<file path="src/rtl/hs32_fetch_pkg.sv">
// Shared types and constants for the hs32 instruction fetch stage.
package hs32_fetch_pkg;

    localparam int          HS32_WORD      = 32;
    localparam logic [31:0] HS32_RESET_VEC = 32'h0000_0000;

    typedef enum logic [1:0] {
        FS_IDLE = 2'd0,
        FS_WAIT = 2'd1,
        FS_DROP = 2'd2
    } fetch_state_t;

    typedef struct packed {
        logic [HS32_WORD-1:0] pc;
        logic [HS32_WORD-1:0] word;
    } fetch_entry_t;

    function automatic logic [HS32_WORD-1:0] word_align(input logic [HS32_WORD-1:0] addr);
        return {addr[HS32_WORD-1:2], 2'b00};
    endfunction

endpackage

</file>
<file path="src/rtl/hs32_fetch_fifo.sv">
// Synchronous prefetch FIFO with a registered head word; clear overrides push/pop.
module hs32_fetch_fifo #(
    parameter int DEPTH = 2,
    parameter int W     = 64
) (
    input  logic                       clk,
    input  logic                       reset,
    input  logic                       push,
    input  logic                       pop,
    input  logic                       clear,
    input  logic [W-1:0]               din,
    output logic [W-1:0]               head,
    output logic                       full,
    output logic                       empty,
    output logic [$clog2(DEPTH):0]     count
);

    localparam int AW = $clog2(DEPTH);
    localparam int CW = AW + 1;

    logic [W-1:0]  mem_reg [DEPTH];
    logic [AW-1:0] wr_ptr_reg;
    logic [AW-1:0] rd_ptr_reg;
    logic [AW-1:0] rd_ptr_next;
    logic [CW-1:0] count_reg;
    logic [W-1:0]  head_reg;
    logic          do_push;
    logic          do_pop;

    assign full        = (count_reg == CW'(DEPTH));
    assign empty       = (count_reg == '0);
    assign count       = count_reg;
    assign head        = head_reg;
    assign rd_ptr_next = rd_ptr_reg + AW'(1);
    assign do_pop      = pop && !empty;
    // A push into a full FIFO is legal when the head leaves on the same edge.
    assign do_push     = push && (!full || do_pop);

    always_ff @(posedge clk) begin
        if (do_push && !clear) begin
            mem_reg[wr_ptr_reg] <= din;
        end
    end

    always_ff @(posedge clk) begin
        if (reset || clear) begin
            wr_ptr_reg <= '0;
            rd_ptr_reg <= '0;
            count_reg  <= '0;
            head_reg   <= '0;
        end else begin
            if (do_push) begin
                wr_ptr_reg <= wr_ptr_reg + AW'(1);
            end
            if (do_pop) begin
                rd_ptr_reg <= rd_ptr_next;
            end
            count_reg <= count_reg + CW'(do_push) - CW'(do_pop);
            // Head register mirrors mem_reg[rd_ptr]; refill it from the next entry or bypass din.
            if (do_pop) begin
                if (count_reg > CW'(1)) begin
                    head_reg <= mem_reg[rd_ptr_next];
                end else if (do_push) begin
                    head_reg <= din;
                end
            end else if (do_push && empty) begin
                head_reg <= din;
            end
        end
    end

endmodule

</file>
<file path="src/rtl/hs32_fetch.sv">
// Instruction fetch: sequential PC, credit-limited memory requests, prefetch buffer to decode.
module hs32_fetch
    import hs32_fetch_pkg::*;
#(
    parameter logic [31:0] RESET_VEC = HS32_RESET_VEC,
    parameter int          DEPTH     = 2
) (
    input  logic                 clk,
    input  logic                 reset,
    output logic [HS32_WORD-1:0] mem_addr,
    output logic                 mem_rd,
    input  logic [HS32_WORD-1:0] mem_din,
    input  logic                 mem_ack,
    input  logic                 flush,
    input  logic [HS32_WORD-1:0] newpc,
    output logic [HS32_WORD-1:0] instd,
    output logic [HS32_WORD-1:0] instpc,
    output logic                 ackd,
    input  logic                 reqd
);

    localparam int CW = $clog2(DEPTH) + 1;

    fetch_state_t         state_reg;
    logic [HS32_WORD-1:0] pc_reg;
    logic [HS32_WORD-1:0] mem_addr_reg;
    logic                 mem_rd_reg;

    logic [CW-1:0]        count;
    logic [CW-1:0]        count_next;
    logic                 full;
    logic                 empty;
    logic [2*HS32_WORD-1:0] head_bits;
    fetch_entry_t         head_entry;
    fetch_entry_t         push_entry;
    logic                 push;
    logic                 pop;

    assign pop        = !empty && reqd && !flush;
    assign push       = (state_reg == FS_WAIT) && mem_ack && !flush && (!full || pop);
    assign count_next = count + CW'(push) - CW'(pop);
    assign push_entry = '{pc: pc_reg, word: mem_din};
    assign head_entry = fetch_entry_t'(head_bits);

    hs32_fetch_fifo #(
        .DEPTH (DEPTH),
        .W     (2*HS32_WORD)
    ) u_fifo (
        .clk   (clk),
        .reset (reset),
        .push  (push),
        .pop   (pop),
        .clear (flush),
        .din   (push_entry),
        .head  (head_bits),
        .full  (full),
        .empty (empty),
        .count (count)
    );

    always_ff @(posedge clk) begin
        if (reset) begin
            state_reg    <= FS_IDLE;
            pc_reg       <= RESET_VEC;
            mem_rd_reg   <= 1'b0;
            mem_addr_reg <= RESET_VEC;
        end else if (flush) begin
            pc_reg <= word_align(newpc);
            // The bus request cannot be withdrawn; an unanswered one is drained in DROP.
            case (state_reg)
                FS_WAIT, FS_DROP: begin
                    if (mem_ack) begin
                        state_reg  <= FS_IDLE;
                        mem_rd_reg <= 1'b0;
                    end else begin
                        state_reg  <= FS_DROP;
                    end
                end
                default: begin
                    state_reg  <= FS_IDLE;
                    mem_rd_reg <= 1'b0;
                end
            endcase
        end else begin
            case (state_reg)
                FS_IDLE: begin
                    if (count < CW'(DEPTH)) begin
                        state_reg    <= FS_WAIT;
                        mem_rd_reg   <= 1'b1;
                        mem_addr_reg <= pc_reg;
                    end
                end
                FS_WAIT: begin
                    if (mem_ack) begin
                        pc_reg <= pc_reg + 32'd4;
                        if (count_next < CW'(DEPTH)) begin
                            mem_addr_reg <= pc_reg + 32'd4;
                        end else begin
                            state_reg  <= FS_IDLE;
                            mem_rd_reg <= 1'b0;
                        end
                    end
                end
                FS_DROP: begin
                    if (mem_ack) begin
                        state_reg  <= FS_IDLE;
                        mem_rd_reg <= 1'b0;
                    end
                end
                default: begin
                    state_reg  <= FS_IDLE;
                    mem_rd_reg <= 1'b0;
                end
            endcase
        end
    end

    assign mem_rd   = mem_rd_reg;
    assign mem_addr = mem_addr_reg;
    assign ackd     = !empty;
    assign instd    = head_entry.word;
    assign instpc   = head_entry.pc;

endmodule
</file>
<file path="config.mk">
export PLATFORM = sky130hd
export DESIGN_NAME = hs32_fetch
export DESIGN_NICKNAME = d
export VERILOG_FILES = /design/src/rtl/hs32_fetch_pkg.sv /design/src/rtl/hs32_fetch_fifo.sv /design/src/rtl/hs32_fetch.sv
export SDC_FILE = /design/constraint.sdc
export NUM_CORES = 1
export LEC_CHECK = 0
export ABC_AREA = 1
export ABC_CLOCK_PERIOD_IN_PS = 4100
export BUFFER_PORTS_ARGS = -buffer_cell sky130_fd_sc_hd__buf_2
export CAP_MARGIN = 10
export CORE_MARGIN = 5
export CORE_UTILIZATION = 45
export CTS_CLUSTER_SIZE = 40
export DETAILED_ROUTE_END_ITERATION = 10
export HOLD_SLACK_MARGIN = 0.15
export PLACE_DENSITY = 0.77
export SYNTH_ARGS = -nofsm -noshare
export SYNTH_HDL_FRONTEND = slang
export SYNTH_SLANG_ARGS = --single-unit
</file>
<file path="constraint.sdc">
create_clock -name clk -period 4.1 [get_ports clk]
set_input_delay 0.615 -clock clk [delete_from_list [all_inputs] [get_ports clk]]
set_output_delay 0.615 -clock clk [all_outputs]
set_load 0.01 [all_outputs]
</file>
==> metrics.cfg, run 1 <==
[worst_setup_path]
crit_type = reg -> reg
required_ns = 4.51
worstSetupStartpointType = register
worst-path-max-fanout = 41
crit_path_end_kind = register
cp.arrival_ns = 3.23

[routing]
drc = 0
num_vias = 8852
routed_wl_um = 26930
drt-vias-per-instance = 5.138
drt_pass1_iterations = 6
ant_nets = 0
drt_iter0_drc = 699
post_drt_wl_per_cell_um = 15.63

[power_and_ir_drop]
total_leakage_power_nw = 5.201
powerDensity_nw_per_um2 = 441.4
peakVddDrop_mv = 0.2985
p_total_mw = 5.754

[place]
place.gp.congestion = 0.8800
postPlaceCellArea_um2 = 12210
pre_cts_slack_ns = 1.016
hpwlAfterDp_um = 17660
port_buffers = 160

[timing]
worst_pin_slew_ns = 0.9516
fmax_mhz = 355.4
finalSetupViolations = 0
fin_tns_setup_ns = 0
report.final.slew_viol_count = 0
fin_skew_ns = 0.007751
period_needed_ns = 2.813
relSlewSlack_pct = 36.56
finalHoldViolations = 0
period_share_pct = 68.62
worst_slack_ns = 1.287
rsz0062_at_grt = false

[synthesis]
synth_area_leaders = edfxtp_1 33%, dfxtp_1 23%, nand2_1 10%
synth_cell_type_count = 36
synth_area_per_cell_um2 = 8.945
synth_edf_count = 124
async_flop_share_pct = 0
netlist.area_leader.share_pct = 33.33
yosysSeqAreaShare_pct = 56.45
yosysWarningCount = 0
synthCells = 1249
synth_flop_cell = dfxtp_1
ys_top_cells_by_count = 308 x nand2_1, 173 x nor2_1, 129 x dfxtp_1
synth_most_common_cell = nand2_1
yosys.area.top_type = edfxtp_1
synth_seq_cells = 253
netlist_area_um2 = 11170

[min_path]
hold_class = in -> reg

[final_layout]
antenna_cells = 0
nets = 1455
num-fill-cells = 2238
largest_reg_flops = 124
drive_above_1_share_pct = 17.44
area_growth_pct = 16.68
fin_area_um2 = 13040

[clock_tree]
htreeDepth = 1
cts_sinks = 253
clk_pin_slew_ns = 0.06
cts_buffers = 27
cts_resized = 0
post_cts_buffers = 0
cts_hold_buf = 0
cts_tree = done
root_buffer = clkbuf_16
worstSkewPairLatency_ns = 0.52
clk_path_buf_depth = 3

[die]
start_util_pct = 45.80
rows = 57
core_area_um2 = 24390
die_x_um = 167.6
fp.dieH_um = 167.6
die_area_um2 = 28080
io_pins = 167

[grt]
antenna_found_initial = 0
grt_max_degree = 63
gr-usage-all-layers_pct = 18.35
gr-total-overflow = 0
grt_pass1_vias = 8418
grt_pass1_wl_um = 43310

[flow_run]
maxCapViolCount = 0

[status]
status = finished, final reports clean

-- per-stage QoR --
stage | util [%] | cells | hold slack [ns]
finish | 53.44 | 1723 | 0.2971
global route | 53.44 | 1723 | 0.2754
global placement | 50.04 | 1674 | 0.4806
CTS | 53.44 | 1723 | 0.2743
floorplan | - | 1252 | 0.4202
detailed placement | 50.04 | 1674 | 0.4916
-- cell usage in the layout, fill, tap and decap left out, drive strengths merged, types with 7 or more instances in the layout --
| master | Yosys | final |
|---|---|---|
| clkinv | 2 | 12 |
| xnor2 | 11 | 11 |
| nand3 | 20 | 20 |
| inv | 65 | 69 |
| dfxtp | 129 | 129 |
| edfxtp | 124 | 124 |
| buf | 44 | 174 |
| o21ai | 136 | 136 |
| a31oi | 29 | 29 |
| clkbuf | 32 | 33 |
| nand3b | 9 | 9 |
| ha | 7 | 7 |
| mux2i | 62 | 62 |
| a21oi | 66 | 66 |
| xor2 | 9 | 9 |
| nand2 | 311 | 311 |
| nor2 | 179 | 179 |
-- final timing paths --
check	from	to	slack, ns	cells past startpoint
min reg2reg	mem_rd$_SDFFE_PP0P_	mem_rd$_SDFFE_PP0P_	0.50	2
max reg2reg	state_reg[1]$_SDFFE_PP0P_	u_fifo.head[30]$_SDFFE_PP0P_	1.29	11
min	mem_din[27]	u_fifo.mem_reg[1][27]$_DFFE_PP_	0.30	1
max	state_reg[1]$_SDFFE_PP0P_	u_fifo.head[30]$_SDFFE_PP0P_	1.29	11
-- area by class of cell --
type / count / area [um2] / area share (%)
Sequential cell: 253 / 6310 / 48.41
Multi-Input combinational cell: 856 / 4280 / 32.84
Timing Repair Buffer: 174 / 955.9 / 7.333
Clock buffer: 33 / 739.5 / 5.673
Tap cell: 324 / 405.4 / 3.110
Inverter: 67 / 254.0 / 1.949
Clock inverter: 16 / 90.09 / 0.6911
-- cell families after synthesis --
group / share of synthesized area (%)
AO/OA/AOI/OAI: 10.89
XOR/XNOR: 1.568
adder cells (fa/ha/maj): 0.7839
buffers and inverters: 5.611
flip-flops: 56.45
multiplexers: 5.555
other: 0.03357
AND/OR/NAND/NOR: 19.12
-- worst max-delay path, cell delays in order (launching register included) --
cell,delay (ns)
dfxtp_1,0.31
inv_1,0.09
ha_1,0.16
buf_4,0.35
nand2_1,0.17
nor2_4,0.26
o21ai_0,0.16
inv_2,0.50
buf_4,0.36
o21ai_0,0.13
a21oi_1,0.14
nor2_1,0.05
-- power breakdown --
| group | total (mW) | switching, mW | leakage, nW | internal [mW] |
|---|---|---|---|---|
| sequential | 2.86 | 0.0943 | 2.18 | 2.77 |
| combinational | 0.620 | 0.403 | 2.61 | 0.217 |
| clock | 2.27 | 0.988 | 0.413 | 1.28 |
| total | 5.75 | 1.49 | 5.20 | 4.27 |
-- per-layer routing --
metal | vias to the layer above | GRT usage (%) | share of wire (%)
met5 | - | 0 | 0
li1 | 4407 | - | -
met3 | 38 | 3.135 | 7.0
met2 | 330 | 29.12 | 44
met1 | 4077 | 26.38 | 46
met4 | 0 | 4.517 | 2.2
No activity file was read; power rests on OpenSTA's default activity.
==> run 2, diff against run 1 <==
--- a/config.mk
+++ b/config.mk
@@ -6,7 +6,7 @@
 export NUM_CORES = 1
 export LEC_CHECK = 0
 export ABC_AREA = 1
-export ABC_CLOCK_PERIOD_IN_PS = 4100
+export ABC_CLOCK_PERIOD_IN_PS = 2470
 export BUFFER_PORTS_ARGS = -buffer_cell sky130_fd_sc_hd__buf_2
 export CAP_MARGIN = 10
 export CORE_MARGIN = 5
==> constraint.sdc (replaced) <==
create_clock -name clk -period 2.47 [get_ports clk]
set_input_delay 0.3705 -clock clk [delete_from_list [all_inputs] [get_ports clk]]
set_output_delay 0.3705 -clock clk [all_outputs]
set_load 0.01 [all_outputs]
==> run 2 against run 1 <==
Combinational power grew 81%. Clock skew is 0.0013 ns higher. Total power increased by 74%. Worst setup slack lost 0.99 ns. Largest power group unchanged. Clock-buffer cell count is 5 higher. Highest routed layer unchanged. Maximum frequency is 30% higher. Via count is 3.9% higher. Design area rose by 6.0%.
==> metrics.cfg, run 2 (same netlist as run 1, synthesis figures left out) <==
[worst_setup_path]
crit_type = reg -> reg
crit_top_cell = o21ai_0
cp.depth = 10  ; -1
cp.arrival_ns = 2.58  ; -0.65 ns
required_ns = 2.88  ; -1.63 ns
max_stage_delay_ns = 0.36  ; -0.14 ns
path_buf_inv = 3  ; -1
r2r_cells = 10  ; -1
worst-path-max-fanout = 124  ; +200%
worstSetupStartpointType = register
crit_path_end_kind = register
path_delay_family = compound AO/OA/AOI/OAI gates
cpMaxStageDelayCell = buf_12
crit_chain = inv_1 -> ha_1 -> nand2_2 -> nor2_4 -> o21ai_0 -> inv_2 -> buf_12 -> o21ai_0 -> a21oi_1 -> nor2_1

[final_layout]
layout_common_cells = 305 x nand2_1, 170 x nor2_1, 160 x buf_2, 128 x dfxtp_1, 126 x o21ai_0
final_common_cell = nand2_1
nets = 1521  ; +4.5%
area_growth_pct = 23.66
num-fill-cells = 2088  ; -6.7%
fin_area_um2 = 13820  ; +6.0%
stdcell_count = 1789  ; +3.8%
drive_above_1_share_pct = 17.41  ; -0.035 points
largest_reg_flops = 124  ; unchanged
antenna_cells = 0  ; unchanged

[die]
die_x_um = 167.6  ; unchanged
die_area_um2 = 28080  ; unchanged
rows = 57  ; unchanged
io_pins = 167  ; unchanged
core_area_um2 = 24390  ; unchanged
start_util_pct = 45.80  ; unchanged
fp.dieH_um = 167.6  ; unchanged

[place]
hpwlAfterDp_um = 17550  ; -0.63%
postPlaceCellArea_um2 = 12270  ; +0.55%
port_buffers = 160  ; unchanged
dp.cells = 1680  ; +0.36%
pre_cts_slack_ns = 0.2672  ; -0.7487 ns
place.gp.congestion = 0.8584  ; -2.5%

[routing]
drt_iter0_drc = 837  ; +20%
post_drt_wl_per_cell_um = 15.49  ; -0.90%
routed_wl_um = 27710  ; +2.9%
drc = 0  ; unchanged
drt-vias-per-instance = 5.139  ; about the same
num_vias = 9193  ; +3.9%
ant_nets = 0  ; unchanged
drt_pass1_iterations = 5  ; -1

[timing]
finalSetupViolations = 0  ; unchanged
period_share_pct = 87.87  ; +19 points
fin_skew_ns = 0.009041  ; +0.001290 ns
report.final.slew_viol_count = 0  ; unchanged
period_needed_ns = 2.170  ; -0.6430 ns
relSlewSlack_pct = 65.05  ; +28 points
fmax_mhz = 460.8  ; +30%
finalHoldViolations = 0  ; unchanged
worst_pin_slew_ns = 0.5242  ; -0.4275 ns
worst_slack_ns = 0.2997  ; -0.9870 ns
fin_tns_setup_ns = 0  ; unchanged
rsz0062_at_grt = false

[flow_run]
maxCapViolCount = 0  ; unchanged

[min_path]
whs_path_depth = 4  ; +3
hold_class = in -> reg

[clock_tree]
root_buffer = clkbuf_16
cts_tree = done
htreeDepth = 1  ; unchanged
cts_sinks = 253  ; unchanged
cts_buffers = 27  ; unchanged
clk_path_buf_depth = 3  ; unchanged
clk_pin_slew_ns = 0.06  ; about the same
worstSkewPairLatency_ns = 0.52  ; about the same
post_cts_buffers = 0  ; unchanged

[grt]
gr-usage-all-layers_pct = 19.24  ; +0.88 points
gr-total-overflow = 0  ; unchanged
grt_max_degree = 125  ; +98%
antenna_found_initial = 0  ; unchanged
grt_pass1_wl_um = 45350  ; +4.7%
grt_pass1_vias = 9022  ; +7.2%

[power_and_ir_drop]
total_leakage_power_nw = 5.525  ; +6.2%
p_total_mw = 10.03  ; +74%
powerDensity_nw_per_um2 = 726.2  ; +65%
peakVddDrop_mv = 0.4965  ; +66%

[status]
status = finished, final reports clean

-- run 2: changes by cell type in the layout (fill, tap and decap cells not counted), moves of 3 or more --
cell	change
clkbuf_8	+4
clkinv_1	-3
clkinv_2	-3
buf_4	+5
inv_4	-4
dlygate4sd3_1	+60
-- run 2: cell type report --
| class | instances | area (um2) | area share [%] |
|---|---|---|---|
| sequential | 253 | 6310 | 45.67 |
| multi-input combinational | 856 | 4290 | 31.05 |
| timing repair buffer | 240 | 1614 | 11.68 |
| clock buffer | 38 | 819.5 | 5.932 |
| tap | 324 | 405.4 | 2.934 |
| inverter | 67 | 254.0 | 1.838 |
| clock inverter | 11 | 122.6 | 0.8875 |
-- run 2: where the power goes --
group | switching [mW] | internal, mW | total [mW]
clock | 1.63 | 2.53 | 4.16
sequential | 0.152 | 4.59 | 4.75
combinational | 0.693 | 0.430 | 1.12
-- run 2: worst reg2reg max path: cells and delay by family, from the launching register on --
kind / cells / cell delay, ns
adder cells (fa/ha/maj): 1 / 0.25
AND/OR/NAND/NOR: 3 / 0.36
flip-flops: 1 / 0.31
buffers and inverters: 3 / 0.54
AO/OA/AOI/OAI: 3 / 0.61
-- run 2: path summary, 6_finish.rpt --
path	from	endpoint	slack (ns)
setup reg to reg	state_reg[1]$_SDFFE_PP0P_	u_fifo.head[16]$_SDFFE_PP0P_	0.30
hold / removal	flush	pc_reg[3]$_SDFFE_PP0P_	0.18
setup / recovery	state_reg[1]$_SDFFE_PP0P_	u_fifo.head[16]$_SDFFE_PP0P_	0.30
hold reg to reg	mem_addr[2]$_SDFFE_PP0P_	mem_addr[2]$_SDFFE_PP0P_	0.51
-- run 2: per-layer routing --
layer,GRT usage (%),wire [um]
met2,31.99,12830
met4,4.587,525
met5,0,0
met3,3.418,2013
met1,26.36,12340
-- run 2: per-stage QoR --
| stage | hold slack [ns] | utilization [%] |
|---|---|---|
| 4_1_cts | 0.1532 | 56.64 |
| 3_5_place_dp | 0.4945 | 50.32 |
| 2_1_floorplan | 0.4202 | - |
| 6_report | 0.1784 | 56.64 |
| 5_1_grt | 0.2078 | 56.64 |
| 3_3_place_gp | 0.4815 | 50.32 |
-- run 2: timing repair --
action / in CTS / in global routing
hold buffers: 60 / 0
hold endpoints to repair: 123 / 0
gates resized for setup: 0 / 0
==> run 3, diff against run 2 <==
--- a/config.mk
+++ b/config.mk
@@ -14,6 +14,7 @@
 export CTS_CLUSTER_SIZE = 40
 export DETAILED_ROUTE_END_ITERATION = 10
 export HOLD_SLACK_MARGIN = 0.15
+export MAX_ROUTING_LAYER = met4
 export PLACE_DENSITY = 0.77
 export SYNTH_ARGS = -nofsm -noshare
 export SYNTH_HDL_FRONTEND = slang
==> run 3 against run 2 <==
Die area did not move. Critical path depth did not move. First-iteration DRC count fell by 4.7%. Design area fell by 0.19%. Clock-buffer cell count fell by 3. Critical path type unchanged. Largest cell class unchanged.
==> metrics.cfg, run 3 (same netlist as run 1, synthesis figures left out) <==
[timing]
fin_skew_ns = 0.02521  ; +0.01617 ns
finalHoldViolations = 0  ; unchanged
report.final.slew_viol_count = 0  ; unchanged
fmax_mhz = 453.4  ; -1.6%
rsz0062_at_grt = false
fin_tns_setup_ns = 0  ; unchanged
period_share_pct = 89.30  ; +1.4 points
relSlewSlack_pct = 64.76  ; -0.29 points
worst_pin_slew_ns = 0.5286  ; +0.004416 ns
finalSetupViolations = 0  ; unchanged
period_needed_ns = 2.206  ; +0.03535 ns

[die]
start_util_pct = 45.80  ; unchanged
die_area_um2 = 28080  ; unchanged
io_pins = 167  ; unchanged
core_area_um2 = 24390  ; unchanged
rows = 57  ; unchanged
fp.dieH_um = 167.6  ; unchanged
die_x_um = 167.6  ; unchanged

[grt]
gr-total-overflow = 0  ; unchanged
grt_max_degree = 75  ; -40%
gr-usage-all-layers_pct = 19.71  ; +0.48 points
grt_pass1_vias = 8842  ; -2.0%
grt_pass1_wl_um = 45020  ; -0.73%
antenna_found_initial = 0  ; unchanged

[final_layout]
final_common_cell = nand2_1
nets = 1521  ; unchanged
drive_above_1_share_pct = 17.20  ; -0.20 points
layout_common_cells = 305 x nand2_1, 170 x nor2_1, 160 x buf_2, 128 x dfxtp_1, 126 x o21ai_0
stdcell_count = 1789  ; unchanged
antenna_cells = 0  ; unchanged
largest_reg_flops = 124  ; unchanged
area_growth_pct = 23.43

[power_and_ir_drop]
power_frac_clock_pct = 40.6  ; -0.9 points
peakVddDrop_mv = 0.5412  ; +9.0%
power_frac_seq_pct = 47.9  ; +0.6 points
p_sw_share_pct = 24.75  ; +0.037 points
total_leakage_power_nw = 5.524  ; about the same
powerDensity_nw_per_um2 = 718.9  ; -1.0%
power_frac_comb_pct = 11.5  ; +0.3 points
p_int_mw = 7.460  ; -1.2%
power_switching_mw = 2.454  ; -1.0%
p_total_mw = 9.914  ; -1.2%

[routing]
routed_wl_um = 28130  ; +1.5%
drc = 0  ; unchanged
drt_iter0_drc = 798  ; -4.7%
ant_nets = 0  ; unchanged
post_drt_wl_per_cell_um = 15.72  ; +1.5%
drt_pass1_iterations = 6  ; +1
drt-vias-per-instance = 5.138  ; about the same
num_vias = 9192  ; -0.011%

[flow_run]
maxCapViolCount = 0  ; unchanged

[worst_setup_path]
worst-path-max-fanout = 74  ; -40%
worstSetupStartpointType = register
crit_path_end_kind = register
required_ns = 2.87  ; about the same
cp.arrival_ns = 2.60  ; +0.02 ns
crit_type = reg -> reg

[clock_tree]
cts_tree = done
clk_pin_slew_ns = 0.07  ; about the same
worstSkewPairLatency_ns = 0.53  ; about the same
clk_path_buf_depth = 3  ; unchanged
cts_buffers = 27  ; unchanged
cts_resized = 0  ; unchanged
root_buffer = clkbuf_16
htreeDepth = 1  ; unchanged
cts_sinks = 253  ; unchanged

[place]
place.gp.congestion = 0.8658  ; +0.86%
hpwlAfterDp_um = 17680  ; +0.77%
port_buffers = 160  ; unchanged
dp.cells = 1681  ; +0.060%

[min_path]
hold_class = in -> reg

[status]
status = finished, final reports clean

-- run 3: cell count changes in the layout (fill, tap and decap cells not counted), sizes merged --
cell | previous run | this run
bufinv | 2 | 3
clkinvlp | 4 | 1
buf | 180 | 181
clkbuf | 38 | 35
clkinv | 5 | 12
inv | 67 | 65
dlygate4sd3 | 60 | 59
-- run 3: worst max-delay path, cell delays in order, from the launching register on --
cell     delay (ns)
dfxtp_1        0.31
inv_1          0.10
ha_1           0.30
nand2_2        0.11
nor2_4         0.19
o21ai_0        0.14
inv_2          0.15
buf_12         0.27
o21ai_0        0.17
a21oi_1        0.19
nor2_1         0.08
-- run 3: final cells by class --
type                    count  area (um2)
fillers                  2080       10600
flip-flops and latches    253        6310
multi-input cells         856        4290
repair buffers            240        1637
clock buffers              35       745.7
well taps                 324       405.4
inverters                  67       254.0
clock inverters            14       147.6
-- run 3: power groups by stage --
stage,combinational (mW),sequential (mW),clock [mW]
floorplan,0.662,4.84,0
global placement,1.02,4.82,0
detailed placement,1.05,4.83,0
CTS,1.13,4.74,4.11
global route,1.28,4.77,4.29
finish,1.14,4.75,4.03
-- run 3: final timing paths --
check / from / to / slack [ns] / cells past startpoint
worst min register to register: mem_rd$_SDFFE_PP0P_ / mem_rd$_SDFFE_PP0P_ / 0.50 / 2
worst max-delay path: state_reg[1]$_SDFFE_PP0P_ / u_fifo.head[12]$_SDFFE_PP0P_ / 0.26 / 10
worst min-delay path: flush / pc_reg[3]$_SDFFE_PP0P_ / 0.17 / 4
worst max register to register: state_reg[1]$_SDFFE_PP0P_ / u_fifo.head[12]$_SDFFE_PP0P_ / 0.26 / 10
-- run 3: metrics by stage --
| step | area, um2 | utilization [%] | hold slack (ns) | worst slack, ns |
|---|---|---|---|---|
| after detailed placement | 12310 | 50.45 | 0.4907 | 0.2703 |
| after global routing | 13790 | 56.54 | 0.1693 | 0.08715 |
| after CTS | 13790 | 56.54 | 0.1553 | 0.2997 |
| after floorplan | 11220 | - | 0.4202 | 0.009083 |
| after global placement | 12310 | 50.45 | 0.4800 | 0.3359 |
| final | 13790 | 56.54 | 0.1739 | 0.2643 |
-- run 3: per-layer routing --
layer / vias up / GRT usage (%) / share of wire (%)
li1: 4549 / - / -
met2: 316 / 30.96 / 46
met1: 4270 / 27.10 / 46
met5: - / - / 0
met4: 0 / 4.940 / 2.5
met3: 57 / 2.970 / 6.0
-- run 3: repair_timing --
| item | 4_1_cts | 5_1_grt |
|---|---|---|
| setup buffers | 0 | 0 |
| hold endpoints to repair | 122 | 0 |
| hold buffers | 59 | 0 |
